### config.mk
export PLATFORM = sky130hd
export DESIGN_NAME = nes_poll_scheduler
export DESIGN_NICKNAME = d
export VERILOG_FILES = /design/src/rtl/nes_pkg.sv /design/src/rtl/nes_pad_capture.sv /design/src/rtl/nes_poll_scheduler.sv
export SDC_FILE = /design/constraint.sdc
export NUM_CORES = 1
export LEC_CHECK = 0
export ABC_AREA = 1
export CORE_MARGIN = 3
export CORE_UTILIZATION = 55
export CTS_CLUSTER_DIAMETER = 120
export DETAILED_ROUTE_END_ITERATION = 16
export GPL_ROUTABILITY_DRIVEN = 0
export PLACE_DENSITY = 0.82
export SLEW_MARGIN = 20
export SYNTH_ARGS = -nofsm -noshare
export SYNTH_HDL_FRONTEND = slang
export SYNTH_SLANG_ARGS = --single-unit
### constraint.sdc
create_clock -name clock -period 1.7 [get_ports clock]
set_input_delay 0.17 -clock clock [delete_from_list [all_inputs] [get_ports clock]]
set_output_delay 0.17 -clock clock [all_outputs]
set_load 0.02 [all_outputs]
### src/rtl/nes_pkg.sv
// Shared types and button bit positions for the NES two-pad poll scheduler.
package nes_pkg;

    typedef enum logic [2:0] {IDLE, LATCH, LOW, HIGH, DONE} nes_state_t;

    typedef logic [7:0] nes_buttons_t;

    localparam int BTN_A      = 0;
    localparam int BTN_B      = 1;
    localparam int BTN_SELECT = 2;
    localparam int BTN_START  = 3;
    localparam int BTN_UP     = 4;
    localparam int BTN_DOWN   = 5;
    localparam int BTN_LEFT   = 6;
    localparam int BTN_RIGHT  = 7;

endpackage

### src/rtl/nes_pad_capture.sv
// Per-pad capture: optional DATA synchronizer (NES_DATA_SYNC_EN), serial shift register,
// active-low decode and press-edge detection.
module nes_pad_capture
    import nes_pkg::*;
(
    input  logic         clock,
    input  logic         reset,
    input  logic         data,
    input  logic         sample,
    input  logic [2:0]   idx,
    input  logic         commit,
    output nes_buttons_t buttons,
    output nes_buttons_t pressed
);

    logic         data_s;
    nes_buttons_t shift_q;

    // NOTE: state is written with non-blocking assignments so every register sees the pre-edge values.
    // NOTE: the shift register is reset as well, so an aborted poll cannot leak stale bits into a later one.
    always_ff @(posedge clock) begin
        if (reset) begin
            shift_q <= '1;
        end else if (sample) begin
            shift_q[idx] <= data_s;
        end
    end

`ifdef NES_DATA_SYNC_EN
    logic [1:0] sync_q;

    always_ff @(posedge clock) begin
        if (reset) begin
            sync_q <= 2'b11;
        end else begin
            sync_q <= {sync_q[0], data};
        end
    end

    assign data_s = sync_q[1];
`else
    assign data_s = data;
`endif

    // Pressed compares against the previously published state before it is overwritten.
    always_ff @(posedge clock) begin
        if (reset) begin
            buttons <= '0;
            pressed <= '0;
        end else if (commit) begin
            buttons <= ~shift_q;
            pressed <= ~shift_q & ~buttons;
        end else begin
            pressed <= '0;
        end
    end

endmodule

### src/rtl/nes_poll_scheduler.sv
// Two-pad NES controller poller: periodic/on-demand poll scheduling and LATCH/PULSE sequencing.
// Define NES_DATA_SYNC_EN to add a 2-flop synchronizer on each DATA input.
module nes_poll_scheduler
    import nes_pkg::*;
#(
    parameter int unsigned CLK_HZ          = 50_000_000,
    parameter int unsigned POLL_HZ         = 60,
    parameter int unsigned LATCH_CYCLES    = 600,
    parameter int unsigned HALF_BIT_CYCLES = 300
) (
    input  logic         clock,
    input  logic         reset,
    input  logic         poll_req,
    output logic         poll_busy,
    output logic         nes_latch,
    output logic         nes_pulse,
    input  logic [1:0]   nes_data,
    output nes_buttons_t buttons_p0,
    output nes_buttons_t buttons_p1,
    output logic         valid,
    output nes_buttons_t pressed_p0,
    output nes_buttons_t pressed_p1
);

    localparam int unsigned POLL_DIV = CLK_HZ / POLL_HZ;
    localparam int unsigned TICK_W   = (POLL_DIV > 1) ? $clog2(POLL_DIV) : 1;
    localparam int unsigned PH_MAX   = (LATCH_CYCLES > HALF_BIT_CYCLES) ? LATCH_CYCLES : HALF_BIT_CYCLES;
    localparam int unsigned PH_W     = $clog2(PH_MAX + 1);

    localparam logic [TICK_W-1:0] TICK_LAST  = TICK_W'(POLL_DIV - 1);
    localparam logic [PH_W-1:0]   LATCH_LAST = PH_W'(LATCH_CYCLES - 1);
    localparam logic [PH_W-1:0]   HALF_LAST  = PH_W'(HALF_BIT_CYCLES - 1);

    nes_state_t        state_q, state_d;
    logic [PH_W-1:0]   phase_q, phase_d;
    logic [2:0]        idx_q, idx_d;
    logic [TICK_W-1:0] tick_cnt;
    logic              tick, poll_event;
    logic              pending_q, pending_d;
    logic              sample, commit;

    assign tick       = (tick_cnt == TICK_LAST);
    assign poll_event = poll_req | tick;
    assign poll_busy  = (state_q != IDLE);

    always_ff @(posedge clock) begin
        if (reset) begin
            state_q   <= IDLE;
            phase_q   <= '0;
            idx_q     <= '0;
            pending_q <= 1'b0;
            tick_cnt  <= '0;
            valid     <= 1'b0;
        end else begin
            state_q   <= state_d;
            phase_q   <= phase_d;
            idx_q     <= idx_d;
            pending_q <= pending_d;
            tick_cnt  <= tick ? '0 : tick_cnt + TICK_W'(1);
            valid     <= commit;
        end
    end

    // NOTE: every output of this block is given a default first, so no path can infer a latch.
    always_comb begin
        state_d   = state_q;
        phase_d   = phase_q + PH_W'(1);
        idx_d     = idx_q;
        pending_d = pending_q | poll_event;
        nes_latch = 1'b0;
        nes_pulse = 1'b1;
        sample    = 1'b0;
        commit    = 1'b0;

        unique case (state_q)
            IDLE: begin
                phase_d = '0;
                if (pending_q | poll_event) begin
                    state_d   = LATCH;
                    // A queued poll is consumed; a fresh event in the same cycle queues the next one.
                    pending_d = pending_q & poll_event;
                end
            end
            LATCH: begin
                nes_latch = 1'b1;
                if (phase_q == LATCH_LAST) begin
                    state_d = LOW;
                    phase_d = '0;
                    idx_d   = '0;
                end
            end
            LOW: begin
                nes_pulse = 1'b0;
                if (phase_q == HALF_LAST) begin
                    sample  = 1'b1;
                    phase_d = '0;
                    state_d = (idx_q == 3'd7) ? DONE : HIGH;
                end
            end
            HIGH: begin
                if (phase_q == HALF_LAST) begin
                    state_d = LOW;
                    phase_d = '0;
                    idx_d   = idx_q + 3'd1;
                end
            end
            DONE: begin
                // PULSE stays low here so the return to idle-high is not an 8th shift inside the poll.
                nes_pulse = 1'b0;
                commit    = 1'b1;
                phase_d   = '0;
                state_d   = IDLE;
            end
            default: begin
                state_d = IDLE;
            end
        endcase
    end

    nes_pad_capture u_pad0 (
        .clock   (clock),
        .reset   (reset),
        .data    (nes_data[0]),
        .sample  (sample),
        .idx     (idx_q),
        .commit  (commit),
        .buttons (buttons_p0),
        .pressed (pressed_p0)
    );

    nes_pad_capture u_pad1 (
        .clock   (clock),
        .reset   (reset),
        .data    (nes_data[1]),
        .sample  (sample),
        .idx     (idx_q),
        .commit  (commit),
        .buttons (buttons_p1),
        .pressed (pressed_p1)
    );

endmodule

==> reports/results.ini <==
[outcome]
run_status=finished, final reports clean

[cts]
ctsHtreeMaxLevel=3
cts_buffers=9
root_buffer=clkbuf_8
clock_path_buffers=2
clock-sinks=86
path_clk_slew_ns=0.08
clk_latency_ns=0.36
cts_tree=done
ctsHoldBuffers=0

[grt]
grt_pass1_wl_microns=12500
antenna_found_initial=0
track_usage=0.210
grt_overflow=0
grt_pass1_vias=2844
grt_max_degree=24

[timing]
relSlewSlack=0.744
hold_ws_ns=0.425
timing.final.crit_share=0.930
rsz0062_at_grt=true
setup-violations-final=0
finClkSkew_ns=0.00739
drv_slew=0
period_needed_ns=1.58
fmaxAchievable_mhz=632
worst_slew_pin_slew_ns=0.384
hold_violations=0

[power]
power_density_nw_per_um2=1010
vdd_drop_max_uv=647
power_mw=4.39
power_leakage_nw=1.74

[final_layout]
syn2layout_area_growth_pct=20.7
n_antenna_cell=0
fin_nets=514
stdcell_area_sq_um=4330
drive_above_1_share=0.141

[placement]
numPortBuffers=40
placed_cell_area_sq_um=4100
dp_hpwl_microns=5240

[synth]
syn_area_sq_um=3590
ys_seq_elements=86
syn_nets=464
synthArstFlopShare=0
synthFlopType=dfxtp_1
ys_seq_area_frac=0.479
netlist_instances=454
synth_top_family_by_area=simple AND/OR/NAND/NOR gates
synth_fa_ha_area_frac=0.0174
synth_common_cells=dfxtp_1 (86), nand2_1 (83), nor2_1 (67), inv_1 (53), nand3_1 (26)
syn_avg_cell_area_sq_um=7.91
synth.area.mux_share=0
synth_cell_types=34
synth_top_cell_by_area=dfxtp_1
yosys_warnings=0
yosys.area_share.xor_xnor=0.0219
yosys-top-cells-area=dfxtp_1 (48%), nand2_1 (8.7%), nor2_1 (7.0%), inv_1 (5.5%), nand3_1 (3.6%)
yosys.area_share.simple=0.316
synth_compound_area_frac=0.0923
synth-edff-count=0
yosys.area.top_type_share=0.479
synth.most_common_cell=dfxtp_1

[critical_path]
reg2reg_from=phase_q[1]
worstPathRequired_ns=1.93
crit_path_frequent_cell=nand2_1
end_kind=register
rr_endpoint=u_pad1.shift_q[2]
arrival_ns=1.81
slowest_delay_ns=0.35
path_max_fanout=8
crit_chain=ha_2, nand2_1, nor2_1, nand3_2, nor2_4, nand3_1, nand2_1, o211ai_1
cp_slowest_cell=dfxtp_1
path_class=reg2reg
reg2reg_setup_slack_ns=0.12
path_buf_inv=0
critPathLaunchType=register
rr_worst_depth=8
critical_path.top_delay_family=simple AND/OR/NAND/NOR gates

[die]
die_h_microns=86.8
io_pins=41
die_w_microns=86.8
start_util=0.586
die_area_sq_um=7540
core_sq_um=6130
num_rows=28

[detailed_routing]
dr.first_iter.drc_count=149
ant_nets=0
vias=3061
wire_per_inst_microns=12.8
remaining_drc_errors=0
drtPass1Iterations=4
drt-total-wl_microns=7460
vias_per_cell=5.24

[min_path]
hold_class=reg2reg
whs_path_depth=1
hold_end=phase_q[0]
hold_path_startpoint=phase_q[0]

[flow_run]
maxCapViolCount=0

-- worst reg2reg max path, stage by stage (launching register included) --
cell      delay (ns)
dfxtp_1         0.35
ha_2            0.19
nand2_1         0.05
nor2_1          0.13
nand3_2         0.15
nor2_4          0.21
nand3_1         0.18
nand2_1         0.11
o211ai_1        0.08
-- final cells by class --
type	count	area, sq um
Multi-Input combinational cell	301	1640
Clock buffer	10	138
Sequential cell	86	1720
Tap cell	75	93.8
Fill cell	469	1800
Timing Repair Buffer	49	453
Clock inverter	6	70.1
Inverter	57	214
-- per-layer routing --
metal  global-route usage  routed length [microns]
met1                0.270                     3560
met2                0.337                     3470
met3               0.0399                      298
met4                0.102                      131
met5                    0                        0
-- flip-flops by register name, indices dropped and copies added, names as in the netlist --
signal / cells
valid: 1
idx_q: 3
u_pad0.buttons: 8
tick_cnt: 20
u_pad0.shift_q: 8
u_pad1.shift_q: 8
state_q: 3
u_pad1.pressed: 8
phase_q: 10
u_pad0.pressed: 8
u_pad1.buttons: 8
pending_q: 1
-- layout by cell type (no fill, tap or decap), types with 7 or more instances in the layout --
cell type / instances
nor3_1: 11
o21ai_0: 8
dfxtp_1: 85
nor3_2: 11
xor2_1: 7
nand3_1: 23
clkbuf_8: 10
nand2_1: 81
a21oi_1: 16
clkdlybuf4s50_1: 37
o211ai_1: 16
a211oi_1: 8
inv_1: 51
nand4_1: 12
buf_4: 9
nor2_1: 67
-- worst max path at each step --
| stage | start | endpoint | slack [ns] | depth (start not counted) |
|---|---|---|---|---|
| floorplan | state_q[0] | phase_q[2] | 0.22 | 10 |
| detailed placement | phase_q[0] | phase_q[2] | 0.05 | 12 |
| finish | phase_q[1] | u_pad1.shift_q[2] | 0.12 | 8 |
| global route | phase_q[1] | u_pad1.shift_q[5] | -0.02 | 8 |
| CTS | state_q[2] | nes_pulse | 0.007 | 5 |
| global placement | phase_q[0] | phase_q[2] | 0.14 | 12 |
-- through the flow --
step                std cells   util  setup WS (ns)  setup TNS [ns]
finish                    584  0.707          0.119               0
global route              584  0.707        -0.0176         -0.0260
CTS                       583  0.703        0.00736               0
detailed placement        567  0.668         0.0507               0
global placement          567  0.668          0.137               0
floorplan                 454      -          0.221               0
-- where the power goes --
group | leakage (nW) | switching (mW) | internal, mW | total (mW)
Combinational | 0.946 | 0.479 | 0.232 | 0.711
Sequential | 0.695 | 0.0896 | 2.09 | 2.18
Clock | 0.0951 | 0.769 | 0.726 | 1.50
-- cells by family (layout without fill, tap and decap cells) --
logic type	count (synthesis)	count (layout)
compound gates	52	52
xor+xnor	9	9
fa+ha+maj	5	5
buf+inv	67	122
flops	86	86
simple gates	235	235
-- timing repair --
item / 4_1_cts / 5_1_grt
setup endpoints to repair: 4 / 20
pin swaps: 0 / 2
resized for setup: 5 / 16
buffers inserted: 0 / 1
No activity file was read; power rests on OpenSTA's default activity.
